--- src/rtl/decoder_rr_arbiter_pkg.sv ---
// Shared types and constants for the 4-way round-robin arbiter.
package decoder_rr_arbiter_pkg;

  localparam int unsigned NUM_REQ = 4;
  localparam int unsigned IDX_W   = 2;

  typedef enum logic {
    ST_IDLE  = 1'b0,
    ST_GRANT = 1'b1
  } state_t;

  // First set request bit found scanning ptr, ptr+1, ... with mod-4 wrap.
  function automatic logic [IDX_W-1:0] rr_pick(input logic [NUM_REQ-1:0] req,
                                               input logic [IDX_W-1:0]   ptr);
    logic             found;
    logic [IDX_W-1:0] cand;
    logic [IDX_W-1:0] win;
    found = 1'b0;
    win   = '0;
    for (int unsigned i = 0; i < NUM_REQ; i++) begin
      cand = ptr + IDX_W'(i);
      if (!found && req[cand]) begin
        win   = cand;
        found = 1'b1;
      end
    end
    return win;
  endfunction

endpackage

--- src/rtl/decoder_rr_arbiter_grant_decoder.sv ---
// Combinational 2-to-4 one-hot decoder with enable.
module grant_decoder
  import decoder_rr_arbiter_pkg::*;
(
  input  logic [IDX_W-1:0]   sel,
  input  logic               en,
  output logic [NUM_REQ-1:0] out
);

  always_comb begin
    out = '0;
    if (en) out[sel] = 1'b1;
  end

endmodule

--- src/rtl/decoder_rr_arbiter.sv ---
// Round-robin arbiter for 4 requesters with per-grant hold limit and timeout pulse.
module decoder_rr_arbiter
  import decoder_rr_arbiter_pkg::*;
#(
  parameter int unsigned HOLD_MAX = 8,
  parameter int unsigned CNT_W    = 4
) (
  input  logic                 clk,
  input  logic                 rst,
  input  logic [NUM_REQ-1:0]   req,
  input  logic                 done,
  output logic [NUM_REQ-1:0]   gnt,
  output logic [IDX_W-1:0]     gnt_idx,
  output logic                 busy,
  output logic                 timeout
);

  state_t               r_state;
  logic [IDX_W-1:0]     r_ptr;
  logic [CNT_W-1:0]     r_cnt;
  logic [IDX_W-1:0]     r_gnt_idx;
  logic                 r_busy;
  logic                 r_timeout;
  logic [NUM_REQ-1:0]   r_gnt;

  state_t               w_state_nxt;
  logic [IDX_W-1:0]     w_ptr_nxt;
  logic [CNT_W-1:0]     w_cnt_nxt;
  logic [IDX_W-1:0]     w_idx_nxt;
  logic                 w_busy_nxt;
  logic                 w_timeout_nxt;
  logic                 w_rel_limit;
  logic                 w_rel_other;
  logic [NUM_REQ-1:0]   w_gnt_nxt;

  always_comb begin
    w_state_nxt   = r_state;
    w_ptr_nxt     = r_ptr;
    w_cnt_nxt     = '0;
    w_idx_nxt     = r_gnt_idx;
    w_busy_nxt    = 1'b0;
    w_timeout_nxt = 1'b0;
    w_rel_limit   = (r_cnt == CNT_W'(HOLD_MAX - 1));
    w_rel_other   = done || !req[r_gnt_idx];
    unique case (r_state)
      ST_IDLE: begin
        if (|req) begin
          w_state_nxt = ST_GRANT;
          w_idx_nxt   = rr_pick(req, r_ptr);
          w_busy_nxt  = 1'b1;
        end
      end
      ST_GRANT: begin
        if (w_rel_limit || w_rel_other) begin
          w_state_nxt   = ST_IDLE;
          w_ptr_nxt     = r_gnt_idx + IDX_W'(1);
          // timeout only when the counter limit is the sole release cause
          w_timeout_nxt = w_rel_limit && !w_rel_other;
        end else begin
          w_busy_nxt = 1'b1;
          w_cnt_nxt  = r_cnt + CNT_W'(1);
        end
      end
      default: w_state_nxt = ST_IDLE;
    endcase
  end

  // Decoding the next index/enable lets gnt be registered alongside gnt_idx.
  grant_decoder u_grant_decoder (
    .sel (w_idx_nxt),
    .en  (w_busy_nxt),
    .out (w_gnt_nxt)
  );

  always_ff @(posedge clk) begin
    if (rst) begin
      r_state   <= ST_IDLE;
      r_ptr     <= '0;
      r_cnt     <= '0;
      r_gnt_idx <= '0;
      r_busy    <= 1'b0;
      r_timeout <= 1'b0;
      r_gnt     <= '0;
    end else begin
      r_state   <= w_state_nxt;
      r_ptr     <= w_ptr_nxt;
      r_cnt     <= w_cnt_nxt;
      r_gnt_idx <= w_idx_nxt;
      r_busy    <= w_busy_nxt;
      r_timeout <= w_timeout_nxt;
      r_gnt     <= w_gnt_nxt;
    end
  end

  assign gnt     = r_gnt;
  assign gnt_idx = r_gnt_idx;
  assign busy    = r_busy;
  assign timeout = r_timeout;

endmodule

--- config.mk ---
export PLATFORM = sky130hd
export DESIGN_NAME = decoder_rr_arbiter
export DESIGN_NICKNAME = d
export VERILOG_FILES = /design/src/rtl/decoder_rr_arbiter_pkg.sv /design/src/rtl/decoder_rr_arbiter_grant_decoder.sv /design/src/rtl/decoder_rr_arbiter.sv
export SDC_FILE = /design/constraint.sdc
export NUM_CORES = 1
export LEC_CHECK = 0
export CAP_MARGIN = 30
export CORE_MARGIN = 2
export CORE_UTILIZATION = 41
export DETAILED_ROUTE_END_ITERATION = 7
export GPL_TIMING_DRIVEN = 0
export MAX_ROUTING_LAYER = met4
export PLACE_DENSITY = 0.81
export SLEW_MARGIN = 25
export SYNTH_ARGS = -nofsm -noshare
export SYNTH_HDL_FRONTEND = slang
export SYNTH_SLANG_ARGS = --single-unit
export TNS_END_PERCENT = 10
--- constraint.sdc ---
create_clock -name clk -period 1.29 [get_ports clk]
set_input_delay 0.258 -clock clk [delete_from_list [all_inputs] [get_ports clk]]
set_output_delay 0.258 -clock clk [all_outputs]
set_load 0.05 [all_outputs]
==> results_dict.tcl, run 1 <==
set metrics [dict create \
    synth_top_area_share 0.4553 \
    synth-edff-count 0 \
    r2r_start "gnt_idx[1]$_SDFF_PP0_" \
    first_pass_iters 4 \
    core-area_sq_mm 0.001350 \
    worst_ep_arrival_time_ns 1.52 \
    final_nets 101 \
    areaGrowthSynthToFinish_pct 59.55 \
    synth_cell_types 28 \
    fillerInstances 105 \
    final_antenna_net_count 0 \
    clkSlewWorstSetupHoldPaths_ns 0.08 \
    rows 13 \
    final_util 0.7275 \
    power_density_mw_per_mm2 1157 \
    yosysSeqAreaShare 0.4553 \
    clock_skew_ns 0.006473 \
    cts_buffers 3 \
    syn_avg_cell_area_sq_um 9.188 \
    drive_above_1_share 0.4891 \
    place_congestion 0.7789 \
    fp.dieH_um 42.75 \
    hpwlAfterDp_um 955.7 \
    grt_max_degree 9 \
    synth_warnings 0 \
    vias 574 \
    antenna_found_initial 0 \
    clock_path_buffers 2 \
    synth_ff_type "dfxtp_1" \
    synth_top_cell_by_area "dfxtp_1" \
    num_io_pins 15 \
    hold_viol 0 \
    min_path_type "flip-flop to flip-flop" \
    fin_ws_ns -0.05366 \
    rsz0062_at_grt "true" \
    rr_worst_depth 5 \
    wl_per_cell_um 14.36 \
    post-place-ws_ns -0.5353 \
    n_antenna_cell 0 \
    final_cell_mix "nor2_1 (8), dfxtp_1 (8), buf_4 (6), inv_1 (5), clkdlybuf4s15_2 (5)" \
    internal_power_w 0.0007693 \
    htreeDepth 1 \
    setup.worst_path.start_class "flip-flop" \
    drt_iter0_markers 12 \
    gr-usage-all-layers 0.1755 \
    clkSinkCount 14 \
    setup_viol 7 \
    dp_cells 96 \
    cp_max_fo 5 \
    initial_utilization 0.4560 \
    criticalPathCategory "flip-flop to flip-flop" \
    root_buffer "clkbuf_4" \
    finalMaxSlewViolations 0 \
    grt_pass1_vias 545 \
    ctsHoldBuffers 0 \
    leakage_nw 0.3961 \
    outcome "finished, violations left" \
    synth_fp_nets 75 \
    synthArstFlopShare 0 \
    cts_tree "done" \
    hold_path_end "r_cnt[3]$_SDFF_PP0_" \
    failed_checks "negative setup slack" \
    post-route-period-util 1.042 \
    syn_inst 67 \
    p_seq_frac 0.442 \
    switchingPower_w 0.0003668 \
    irDropWorstVdd_mv 0.7456 \
    ff2ff_setup_slack_ns -0.05 \
    dieArea_sq_mm 0.001828 \
    clkPwrFrac 0.276 \
    max_slew.worst_pin.slew_ns 0.3968 \
    multi_input_area_sq_um 429.2 \
    critPathRequiredTime_ns 1.46 \
    fmax_mhz 744.2 \
    totalWireLength_um 1537 \
    ys_seq_elements 14 \
    io_buffers 14 \
    regArea_sq_um 292.8 \
    pwr-share-comb 0.282 \
    r2r-end "gnt[0]$_SDFF_PP0_" \
    drc_errors 0 \
    vias_per_cell 5.364 \
    switching_share 0.3229 \
    clk_latency_ns 0.28 \
    die_w_um 42.75 \
    holdPathStages 2 \
    fin_crit_ns 1.344 \
    netlist_area_sq_um 615.6 \
    hp-start "r_cnt[3]$_SDFF_PP0_" \
    end_kind "flip-flop" \
    grt_pass1_wl_um 2346 \
    relSlewSlack 0.7346 \
    gr-total-overflow 0 \
    stdcell_count 107 \
    cap_violations 0 \
    synth_area_leaders "dfxtp_1 (46%), nor2_1 (6.7%), mux2i_1 (3.3%)" \
]
[how the worst max path moves through the flow]
stage,depth (start not counted),end,slack (ns),from
2_1_floorplan,5,gnt[0]$_SDFF_PP0_,-0.06,gnt_idx[1]$_SDFF_PP0_
3_3_place_gp,5,gnt[2]$_SDFF_PP0_,-0.51,req[1]
3_5_place_dp,5,gnt[2]$_SDFF_PP0_,-0.54,req[1]
4_1_cts,6,gnt[0]$_SDFF_PP0_,-0.10,r_cnt[1]$_SDFF_PP0_
5_1_grt,5,gnt[0]$_SDFF_PP0_,-0.11,gnt_idx[1]$_SDFF_PP0_
6_report,5,gnt[0]$_SDFF_PP0_,-0.05,gnt_idx[1]$_SDFF_PP0_
[stage by stage]
stage	power [W]	hold WS, ns	area [sq um]	TNS [ns]
3_3_place_gp	0.0007693	0.4326	795.8	-4.871
4_1_cts	0.001097	0.5255	899.6	-0.4988
3_5_place_dp	0.0007740	0.4404	795.8	-5.312
6_report	0.001136	0.5169	982.2	-0.2434
2_1_floorplan	0.0006827	0.3207	636.9	-0.2178
5_1_grt	0.001200	0.5675	982.2	-0.6189
[cell usage after synthesis, types with 2 or more instances]
cell / count
nand2b_1: 2
nand2_1: 3
nor3_1: 4
xnor2_1: 2
and3b_1: 2
nor3b_1: 2
nor2_1: 11
a211oi_1: 2
mux2i_1: 2
inv_1: 5
dfxtp_1: 14
a21oi_1: 2
[power groups by stage]
stage | logic [W] | clock network, W | registers (W)
6_report | 0.000320 | 0.000313 | 0.000502
3_3_place_gp | 0.000266 | 0 | 0.000504
5_1_grt | 0.000343 | 0.000352 | 0.000505
4_1_cts | 0.000279 | 0.000324 | 0.000495
3_5_place_dp | 0.000270 | 0 | 0.000504
2_1_floorplan | 0.000113 | 0 | 0.000569
[kinds of logic (layout without fill, tap and decap cells)]
| kind of cell | after synthesis | after routing | share of synthesized area |
|---|---|---|---|
| buffers and inverters | 5 | 30 | 0.03049 |
| XOR/XNOR | 3 | 3 | 0.04269 |
| AO/OA/AOI/OAI | 13 | 13 | 0.1728 |
| multiplexers | 2 | 2 | 0.03252 |
| adder cells (fa/ha/maj) | 1 | 1 | 0.02032 |
| AND/OR/NAND/NOR | 29 | 29 | 0.2459 |
| flip-flops | 14 | 14 | 0.4553 |
[layer usage]
layer | global-route usage | routed length [um] | vias to the layer above
met1 | 0.1995 | 662 | 272
met2 | 0.2909 | 783 | 15
met5 | - | 0 | -
met3 | 0.07234 | 74 | 2
li1 | - | - | 285
met4 | 0.03125 | 16 | 0
[sequential cells by signal, indices dropped and copies added (netlist names)]
name / cells
gnt: 4
r_cnt: 4
gnt_idx: 2
r_ptr: 2
busy: 1
timeout: 1
[critical path: stages, from the launching register on]
cell     delay, ns
dfxtp_4       0.41
mux2i_4       0.27
o22ai_2       0.12
nand2_2       0.11
o21a_4        0.16
and3b_1       0.17
[cell type report]
type	count	area share
clock buffers	4	0.03694
inverters	5	0.01911
multi-input cells	48	0.4369
flip-flops and latches	14	0.2981
well taps	15	0.01911
repair buffers	21	0.1898
[repair_timing]
item	in CTS	in global routing
setup buffers	5	2
pin swaps	5	2
endpoints found under the setup margin	17	13
gates resized for setup	42	16
endpoints found under the hold margin	0	0
(Power assumes the default switching activity.)
==> run 2, diff against run 1 <==
==> constraint.sdc (replaced) <==
create_clock -name clk -period 1.29 [get_ports clk]
set_input_delay 0.3225 -clock clk [delete_from_list [all_inputs] [get_ports clk]]
set_output_delay 0.3225 -clock clk [all_outputs]
set_load 0.05 [all_outputs]
==> run 2 against run 1 <==
The flow still finishes with violations (negative setup slack); worst setup slack worse by 0.018 ns; critical path depth up 2; flip-flop and latch count unchanged; count of clock-buffer cells in the layout unchanged.
==> results_dict.tcl, run 2 (synthesis gave the netlist of run 1 again) <==
set metrics [dict create \
    cp_max_fo 3 \
    htreeDepth 1 \
    drive_above_1_share 0.4667 \
    num_io_pins 15 \
    post-route-period-util 1.055 \
    antenna_found_initial 0 \
    finalMaxSlewViolations 0 \
    fin_ws_ns -0.07153 \
    hpwlAfterDp_um 955.7 \
    initial_utilization 0.4560 \
    core-area_sq_mm 0.001350 \
    worst_ep_arrival_time_ns 1.52 \
    clock_path_buffers 2 \
    fmax_mhz 734.5 \
    switching_share 0.3213 \
    p_seq_frac 0.447 \
    root_buffer "clkbuf_4" \
    stdcell_count 105 \
    final_antenna_net_count 0 \
    first_pass_iters 2 \
    power_density_mw_per_mm2 1191 \
    internal_power_w 0.0007618 \
    wl_per_cell_um 13.50 \
    fp.dieH_um 42.75 \
    failed_checks "negative setup slack" \
    fin_crit_ns 1.362 \
    clk_latency_ns 0.28 \
    cts_buffers 3 \
    rows 13 \
    gr-total-overflow 0 \
    path_cells "ha_4 > and3b_2 > buf_6 > nor2_2 > a31oi_4 > nor2_1 > a211oi_1" \
    gr-usage-all-layers 0.1791 \
    final_util 0.6979 \
    clock_skew_ns 0.006341 \
    n_antenna_cell 0 \
    dieArea_sq_mm 0.001828 \
    outcome "finished, violations left" \
    setup_viol 7 \
    max_slew.worst_pin.slew_ns 0.3770 \
    regArea_sq_um 295.3 \
    vias_per_cell 5.352 \
    totalWireLength_um 1417 \
    place_congestion 0.7789 \
    irDropWorstVdd_mv 0.7510 \
    drt_iter0_markers 4 \
    cts_tree "done" \
    multi_input_area_sq_um 429.2 \
    cap_violations 0 \
    relSlewSlack 0.7483 \
    switchingPower_w 0.0003605 \
    setup.worst_path.start_class "flip-flop" \
    clkPwrFrac 0.280 \
    leakage_nw 0.3971 \
    crit_slowest_cell "dfxtp_2" \
    clkSlewWorstSetupHoldPaths_ns 0.09 \
    io_buffers 14 \
    final_cell_mix "nor2_1 (8), dfxtp_1 (8), buf_4 (7), inv_1 (5), buf_2 (5)" \
    dp_cells 96 \
    setup_tns_ns -0.2771 \
    grt_max_degree 9 \
    final_nets 99 \
    end_kind "flip-flop" \
    areaGrowthSynthToFinish_pct 53.05 \
    hold_viol 0 \
    drc_errors 0 \
    post-place-ws_ns -0.5998 \
    pwr-share-comb 0.274 \
    grt_pass1_vias 535 \
    vias 562 \
    grt_pass1_wl_um 2415 \
    slowest_delay_ns 0.35 \
    criticalPathCategory "flip-flop to flip-flop" \
    min_path_type "input pin to flip-flop" \
    fillerInstances 104 \
    finalPower_w 0.001122 \
    critPathRequiredTime_ns 1.45 \
    clkSinkCount 14 \
    rsz0062_at_grt "true" \
    die_w_um 42.75 \
]
[run 2: changes by cell type in the layout (fill, tap and decap cells not counted), sizes merged]
cell	before	now
clkdlybuf4s50	2	1
clkdlybuf4s15	5	1
dlygate4sd2	3	2
buf	10	13
clkbuf	4	5
[run 2: power by group through the flow]
| stage | combinational (W) | sequential, W | clock [W] |
|---|---|---|---|
| 6_report | 0.000307 | 0.000501 | 0.000314 |
| 3_3_place_gp | 0.000266 | 0.000504 | 0 |
| 5_1_grt | 0.000330 | 0.000505 | 0.000351 |
| 4_1_cts | 0.000288 | 0.000498 | 0.000324 |
| 3_5_place_dp | 0.000270 | 0.000504 | 0 |
| 2_1_floorplan | 0.000113 | 0.000569 | 0 |
[run 2: what timing repair did]
action,4_1_cts,5_1_grt
pin swaps,6,8
resized for setup,52,24
setup buffers,4,1
hold buffers,0,0
endpoints found under the setup margin,17,17
[run 2: layout make-up]
type | count | area share
Clock buffer | 4 | 0.03851
Tap cell | 15 | 0.01992
Inverter | 5 | 0.01992
Timing Repair Buffer | 19 | 0.1527
Sequential cell | 14 | 0.3134
Multi-Input combinational cell | 48 | 0.4555
[run 2: final timing paths]
| kind | from | end | slack (ns) | cells past startpoint |
|---|---|---|---|---|
| setup / recovery | r_cnt[1]$_SDFF_PP0_ | r_ptr[1]$_SDFFE_PP0P_ | -0.07 | 7 |
| hold / removal | rst | gnt_idx[0]$_SDFF_PP0_ | 0.44 | 2 |
| setup reg to reg | r_cnt[1]$_SDFF_PP0_ | r_ptr[1]$_SDFFE_PP0P_ | -0.07 | 7 |
| hold reg to reg | r_cnt[3]$_SDFF_PP0_ | r_cnt[3]$_SDFF_PP0_ | 0.52 | 2 |
[run 2: per-stage QoR]
step                      hold WS (ns)  instance area [sq um]
after CTS                       0.5255                  903.4
final                           0.4359                  942.2
after detailed placement        0.4404                  795.8
after global placement          0.4326                  795.8
after global routing            0.4963                  942.2
after floorplan                 0.3852                  636.9
[run 2: critical path: cells and delay by family, from the launching register on]
| kind | cells | cell delay (ns) |
|---|---|---|
| simple gates | 3 | 0.46 |
| flops | 1 | 0.35 |
| buf+inv | 1 | 0.12 |
| fa+ha+maj | 1 | 0.15 |
| compound gates | 2 | 0.16 |
[run 2: routing by layer]
layer  global-route usage  part of all wire  wire [um]
met1               0.2150              0.43        615
met2               0.2939              0.51        721
met3              0.06809             0.056         80
met4              0.01875                 0          0
met5                    -                 0          0
